--- src/rtl/acc_drain.sv ---
// acc_drain -- snapshot-and-stream drain for a MAC accumulator array.
//
// On a capture request in IDLE, every PE accumulator (20-bit signed) and the
// INT4/INT8 layout select are latched. The snapshot is then streamed out one
// word per valid/ready handshake, and the MAC array is told to clear with a
// single-cycle pulse in the first output cycle.
//
//   INT8 layout : NUM_PE words, PE 0 first, each word passed through as is.
//   INT4 layout : 2*NUM_PE words; per PE the low 10-bit half [9:0] comes
//                 first, then the high half [19:10], each sign-extended.
//
// Optional feature (compile-time macro):
//   ACC_DRAIN_RELU_EN  defined   -> negative output words are clamped to 0.
//                      undefined -> words are emitted as signed values.
//
// Parameters:
//   NUM_PE       number of accumulators per snapshot (1..16)
//
// Ports:
//   clock        single clock, rising edge
//   reset        synchronous, active-low reset
//   capture      snapshot request (acted on only in IDLE)
//   i_int4_mode  layout select sampled with capture (0 = INT8, 1 = INT4)
//   acc_in       packed accumulators, PE k at bits [20k+19:20k]
//   clear_acc    one-cycle pulse clearing the MAC array after a snapshot
//   busy         snapshot held / streaming
//   o_valid      output word valid
//   i_ready      downstream ready
//   o_data       signed output word
//   o_index      index of the current word within the snapshot
//   o_last       final word of the snapshot
//   dropped      sticky: a capture arrived while busy and was ignored

module acc_drain #(
  parameter int NUM_PE = 4
) (
  input  logic                   clock,
  input  logic                   reset,
  input  logic                   capture,
  input  logic                   i_int4_mode,
  input  logic [NUM_PE*20-1:0]   acc_in,
  output logic                   clear_acc,
  output logic                   busy,
  output logic                   o_valid,
  input  logic                   i_ready,
  output logic [19:0]            o_data,
  output logic [4:0]             o_index,
  output logic                   o_last,
  output logic                   dropped
);

  localparam logic [4:0] LAST_INT8 = 5'(NUM_PE - 1);
  localparam logic [4:0] LAST_INT4 = 5'(2 * NUM_PE - 1);

  typedef enum logic {
    IDLE   = 1'b0,
    STREAM = 1'b1
  } state_t;

  state_t      state;
  state_t      state_n;

  logic [4:0]  idx;
  logic [4:0]  idx_n;
  logic        int4_q;
  logic        clear_q;
  logic        dropped_q;
  logic [19:0] snap [NUM_PE];

  logic        load;
  logic        drop_set;
  logic        is_last;
  logic [4:0]  last_idx;

  logic [4:0]  pe_sel;
  logic        hi_half;
  logic [19:0] pe_word;
  logic [19:0] sel_word;
  logic [19:0] out_word;

  // ---------------------------------------------------------------------------
  // Sequential state: FSM register, word index, snapshot, flags
  // ---------------------------------------------------------------------------
  always_ff @(posedge clock) begin
    if (!reset) begin
      state     <= IDLE;
      idx       <= '0;
      int4_q    <= 1'b0;
      clear_q   <= 1'b0;
      dropped_q <= 1'b0;
      for (int unsigned k = 0; k < NUM_PE; k++) begin
        snap[k] <= '0;
      end
    end else begin
      state   <= state_n;
      idx     <= idx_n;
      // The clear pulse lands in the first STREAM cycle: it is simply the
      // load strobe delayed by one clock.
      clear_q <= load;
      if (load) begin
        int4_q <= i_int4_mode;
        for (int unsigned k = 0; k < NUM_PE; k++) begin
          snap[k] <= acc_in[20*k +: 20];
        end
      end
      if (drop_set) begin
        dropped_q <= 1'b1;
      end
    end
  end

  // ---------------------------------------------------------------------------
  // Next-state logic
  // ---------------------------------------------------------------------------
  assign last_idx = int4_q ? LAST_INT4 : LAST_INT8;
  assign is_last  = (idx == last_idx);

  always_comb begin
    state_n  = state;
    idx_n    = idx;
    load     = 1'b0;
    drop_set = 1'b0;

    unique case (state)
      IDLE: begin
        if (capture) begin
          load    = 1'b1;
          idx_n   = '0;
          state_n = STREAM;
        end
      end

      STREAM: begin
        // Any capture while streaming is ignored, including the cycle of
        // the final handshake; the stream itself is unaffected.
        if (capture) begin
          drop_set = 1'b1;
        end
        if (i_ready) begin
          if (is_last) begin
            idx_n   = '0;
            state_n = IDLE;
          end else begin
            idx_n   = idx + 5'd1;
          end
        end
      end

      default: begin
        state_n = IDLE;
        idx_n   = '0;
      end
    endcase
  end

  // ---------------------------------------------------------------------------
  // Word selection
  // ---------------------------------------------------------------------------
  // INT4 uses two output words per PE, so the PE number is idx/2 and idx[0]
  // picks the half; INT8 maps index straight to PE.
  assign pe_sel  = int4_q ? {1'b0, idx[4:1]} : idx;
  assign hi_half = int4_q & idx[0];

  always_comb begin
    pe_word = '0;
    for (int unsigned k = 0; k < NUM_PE; k++) begin
      if (pe_sel == 5'(k)) begin
        pe_word = snap[k];
      end
    end
  end

  always_comb begin
    sel_word = pe_word;
    if (int4_q) begin
      if (hi_half) begin
        sel_word = {{10{pe_word[19]}}, pe_word[19:10]};
      end else begin
        sel_word = {{10{pe_word[9]}}, pe_word[9:0]};
      end
    end
  end

`ifdef ACC_DRAIN_RELU_EN
  assign out_word = sel_word[19] ? '0 : sel_word;
`else
  assign out_word = sel_word;
`endif

  // ---------------------------------------------------------------------------
  // Outputs (all forced to zero in IDLE)
  // ---------------------------------------------------------------------------
  assign busy      = (state == STREAM);
  assign o_valid   = (state == STREAM);
  assign clear_acc = clear_q;
  assign dropped   = dropped_q;
  assign o_data    = (state == STREAM) ? out_word : '0;
  assign o_index   = (state == STREAM) ? idx : '0;
  assign o_last    = (state == STREAM) & is_last;

endmodule

--- config.mk ---
export PLATFORM = sky130hd
export DESIGN_NAME = acc_drain
export DESIGN_NICKNAME = d
export VERILOG_FILES = /design/src/rtl/acc_drain.sv
export SDC_FILE = /design/constraint.sdc
export NUM_CORES = 1
export LEC_CHECK = 0
export BUFFER_PORTS_ARGS = -buffer_cell sky130_fd_sc_hd__buf_2
export CAP_MARGIN = 30
export CORE_UTILIZATION = 45
export CTS_CLUSTER_DIAMETER = 100
export DETAILED_ROUTE_END_ITERATION = 8
export PLACE_DENSITY = 0.73
export SLEW_MARGIN = 20
export SYNTH_ARGS = -nofsm -noshare
export SYNTH_HDL_FRONTEND = slang
export SYNTH_SLANG_ARGS = --single-unit
--- constraint.sdc ---
create_clock -name clock -period 2.6 [get_ports clock]
set_input_delay 0.26 -clock clock [delete_from_list [all_inputs] [get_ports clock]]
set_output_delay 0.26 -clock clock [all_outputs]
set_load 0.01 [all_outputs]
# Yosys cells after proc, flatten, opt, wreduce, memory -nomap -nowiden
# Memories as Yosys holds them, arrays and structs flattened.
# Cells that the tools add are included.
classes:
  addsub: 1
  n_bitwise: 7
  eq_ne: 6
  mux: 28
  reduce_logical: 2
ops:
  columns: ["op", "count"]
  rows:
  - ["two-way mux 20 bit", 11]
  - ["two-way mux 5 bit", 5]
  - ["== test 5 x 2 -> 1 bit, second input constant", 2]
  - ["case mux 5 bit (2 select lines)", 1]
  - ["two-way mux 1 bit", 9]
  - ["adder 5 x 1 -> 5 bit, second input constant", 1]
  - ["== test 5 x 1 -> 1 bit, second input constant", 1]
  - ["== test 5 x 3 -> 1 bit", 1]
  - ["zero test 5 bit", 1]
  - ["!= test 2 bit, second input constant", 2]
  - ["bitwise OR 1 bit", 4]
  - ["two-way mux 3 bit", 1]
  - ["bitwise AND 1 bit", 2]
  - ["case mux 1 bit (2 select lines)", 1]
  - ["AND reduction 2 bit", 1]
  - ["NOT 1 bit", 1]
totals:
  in_bits: 85
  memories: 1
  ram_bits: 80
  register_bits: 9
memory_table:
  columns: ["name", "depth", "width", "rd", "rd_ports_with_merged_regs", "write_ports", "line", "source"]
  rows:
  - ["snap", 4, 20, 4, 0, 4, "68", "logic [19:0] snap [NUM_PE];"]

# Longest topological paths before layout
depth:
  ltp_word: 9
  ltp_mapped: 7
  mapped_depth_nobuf: 5

# Worst setup path after synthesis
# Ideal clock, no wire load.
synth_timing:
  path_kind: "reg-to-reg"
  from: "register state, in the netlist busy"
  to: "memory snap[0][0], enable pin"
  stages_incl_launch_ff: 4
  setup_ns: 0.802
  setup_slack_ns: -0.336
  t_arrival_ns: 2.134
  path_cell_list: "dfxtp_1 > clkbuf_1 > nand2b_1 > nand2_1"
synth_lines:
  columns: ["element", "line", "source"]
  rows:
  - ["start, declared", "60", "state_t state;"]
  - ["start signal, assigned", "95", "state <= state_n;"]
  - ["end, declared", "68", null]

# Worst setup path after layout
layout_timing:
  from: "register int4_q"
  to: "output o_data[14]"
layout_via:
  elab_chain_len: 9
  elab_cells_between_ends: 13
layout_rtl:
  columns: ["element", "line", "source"]
  rows:
  - ["start, declared", "65", "logic int4_q;"]
  - ["start signal, assigned", "101", "int4_q <= i_int4_mode;"]
  - ["two-way mux 5 bit", "161", "assign pe_sel = int4_q ? {1'b0, idx[4:1]} : idx;"]
  - ["zero test 5 bit", "167", "if (pe_sel == 5'(k)) begin"]
  - ["two-way mux 20 bit (4 in a row)", "167", null]
  - ["two-way mux 20 bit", "176", "if (hi_half) begin"]
  - ["two-way mux 20 bit *", "175", "if (int4_q) begin"]
  - ["two-way mux 20 bit *", "197", "assign o_data = (state == STREAM) ? out_word : '0;"]
  - ["end, declared", "46", "output logic [19:0] o_data,"]
# Every way passes the cells marked *; elsewhere a longest branch is shown, timed or not.

==> results.yml <==
setup_path:
  start_kind: "register"
  path_class: "register to output pin"
  rrSetupSlack_ns: 0.71
  path_max_fanout: 10
  worstPathRequired_ns: 2.34
  critical_path.endpoint_type: "output pin"
  arrival_ns: 2.30
power_and_ir_drop:
  ir_worst_vdd_mv: 0.272
  power_mw: 3.12
  p_leak_nw: 2.35
  pwr_density_cell_nw_per_um2: 568
cts:
  htreeDepth: 3
  cts_buffer_depth: 2
  cts-root-buf: "clkbuf_8"
  cts_buffers: 9
  clk_latency_ns: 0.35
  cts_tree: "done"
  clk_pin_slew_worst_paths_ns: 0.09
  cts_sinks: 89
placement:
  place_congestion: 0.860
  dpl_cell_area_um2: 5040
  port_buffers: 114
  post-place-ws_ns: 0.167
  dp_hpwl_um: 7270
  dp.cells: 591
synthesis:
  synth_compound_area_frac: 0.157
  synth-simple-area-share: 0.205
  synth_cells: 356
  synthXorXnorAreaFrac: 0
  synth_flop_cell: "edfxtp_1"
  synth-edff-count: 80
  synthArstFlopShare: 0
  muxShareOfSynthArea: 0.00234
  synth-adder-area-share: 0.00292
  yosys_warnings: 0
  synth_top_family_by_area: "simple AND/OR/NAND/NOR gates"
  synth.avg_cell_area_um2: 12.0
  synthesis.area_um2: 4280
  yosysSeqAreaShare: 0.603
  ys_types: 49
  synth_nets: 442
  synth-seq-cells: 89
final_layout:
  drive_above_1_share: 0.387
  instances_no_fill: 615
  utilization: 0.595
  syn2layout_area_growth_pct: 28.4
  antennaDiodeCount: 0
  final_nets: 567
  fill_cells: 755
  stdcell_area_um2: 5500
global_routing:
  grtUsageTotal: 0.214
  grt_pass1_wl_um: 15900
  grt_overflow_total: 0
  grt_pass1_vias: 3219
  grt_max_degree: 82
  antenna_found_initial: 0
floorplanning:
  die_area_um2: 9910
  ios: 115
  num_rows: 35
  die_w_um: 99.5
  start_util: 0.463
  placeableCoreArea_um2: 9240
  die_y_um: 99.5
sta:
  period_needed_ns: 2.56
  fmax_mhz: 391
  fin_hold_ws_ns: 0.105
  finalClockSkew_ns: 0.0111
  hold_viol: 0
  final_max_slew_viol_count: 0
  fin_setup_tns_ns: 0
  setup_viol: 0
  worst-slew-pin-transition_ns: 0.493
  fin_crit_sh: 0.983
  slew_headroom: 0.671
  rsz0062_at_grt: "yes"
  fin_ws_ns: 0.0438
route:
  wl_um: 10500
  drcViolationCount: 0
  wl_per_cell_um: 17.1
  antenna_left: 0
  vias: 3330
  vias_per_cell: 5.41
  drt_first_pass_iters: 5
  drt_iter0_markers: 221
run:
  cap_violations: 0
hold_path:
  hp-class: "input pin to register"
status:
  status: "finished, final reports clean"
-- where the power goes --
part | switching [mW] | leakage [nW] | internal (mW) | total, mW
logic | 0.199 | 1.31 | 0.177 | 0.376
registers | 0.0406 | 0.940 | 1.66 | 1.70
clock network | 0.494 | 0.104 | 0.547 | 1.04
total | 0.733 | 2.35 | 2.39 | 3.12
-- layout by cell type (no fill, tap or decap), types with 3 or more instances in the layout --
cell type and n:
and2_1 88, a221oi_1 15, a21oi_1 11, dfxtp_1 4, nor2_1 14, edfxtp_1 80, o22ai_1 9, buf_4 18
nor4b_4 3, clkbuf_8 9, o21ai_0 13, inv_1 4, dfxtp_2 3, nor2_2 3, o21a_1 10, a21o_1 8
buf_2 114, nand2_1 19, buf_6 5
-- state kept, by name, indices dropped and copies added, names as in the netlist --
signal / flops
snap: 80
idx: 5
busy: 1
clear_acc: 1
dropped: 1
int4_q: 1
-- what timing repair did --
item / 4_1_cts / 5_1_grt
resized for setup: 18 / 18
cloned: 0 / 0
hold buffers: 0 / 0
pin swaps: 6 / 7
buffers inserted: 4 / 3
endpoints found under the setup margin: 19 / 17
-- cell families after synthesis --
family / Yosys count
adder cells (fa/ha/maj): 1
AND/OR/NAND/NOR: 146
flip-flops: 89
multiplexers: 1
AO/OA/AOI/OAI: 90
buffers and inverters: 29
-- routing by layer --
layer  global-route usage  vias to the layer above  routed length (um)
li1                     -                     1565                   -
met2                0.353                      147                5300
met4               0.0871                        0                 230
met3               0.0443                       20                 771
met1                0.275                     1598                4240
met5                    0                        -                   0
-- cell usage after synthesis, types with 2 or more instances --
| master | count | area share |
|---|---|---|
| o211a_1 | 3 | 0.0070 |
| edfxtp_1 | 80 | 0.56 |
| nand2_1 | 20 | 0.018 |
| a21oi_1 | 11 | 0.013 |
| a311oi_1 | 2 | 0.0041 |
| o22ai_1 | 10 | 0.015 |
| nor2_1 | 18 | 0.016 |
| a211oi_1 | 2 | 0.0035 |
| and2_1 | 89 | 0.13 |
| buf_2 | 6 | 0.0070 |
| a41oi_1 | 2 | 0.0041 |
| clkbuf_1 | 14 | 0.012 |
| a221oi_1 | 17 | 0.035 |
| dfxtp_1 | 9 | 0.042 |
| o21ai_0 | 13 | 0.015 |
| inv_1 | 4 | 0.0035 |
| a21o_1 | 8 | 0.014 |
| nor4b_2 | 3 | 0.011 |
| nand3_1 | 2 | 0.0023 |
| o21a_1 | 11 | 0.019 |
| buf_1 | 3 | 0.0026 |
| nor3b_1 | 2 | 0.0035 |
-- worst max-delay path: stages (launching register included) --
cell and delay [ns]:
dfxtp_2 0.40, or3b_4 0.44, a211oi_2 0.31, nor4bb_4 0.10, a221oi_4 0.28, buf_6 0.17, o21a_1 0.11, buf_2 0.12
-- layout make-up --
class	count	area, um^2	share of cell area
Inverter	4	15.0	0.00273
Tap cell	129	161	0.0294
Multi-Input combinational cell	238	1700	0.309
Clock inverter	6	91.3	0.0166
Clock buffer	10	128	0.0232
Sequential cell	89	2590	0.472
Timing Repair Buffer	139	810	0.147
-- worst paths after layout --
kind	startpoint	endpoint	depth (start not counted)
max	int4_q	o_data[14]	7
min	i_int4_mode	int4_q	3
max reg2reg	busy	snap[2][13]	4
min reg2reg	idx[4]	idx[4]	1
(Power assumes the default switching activity.)
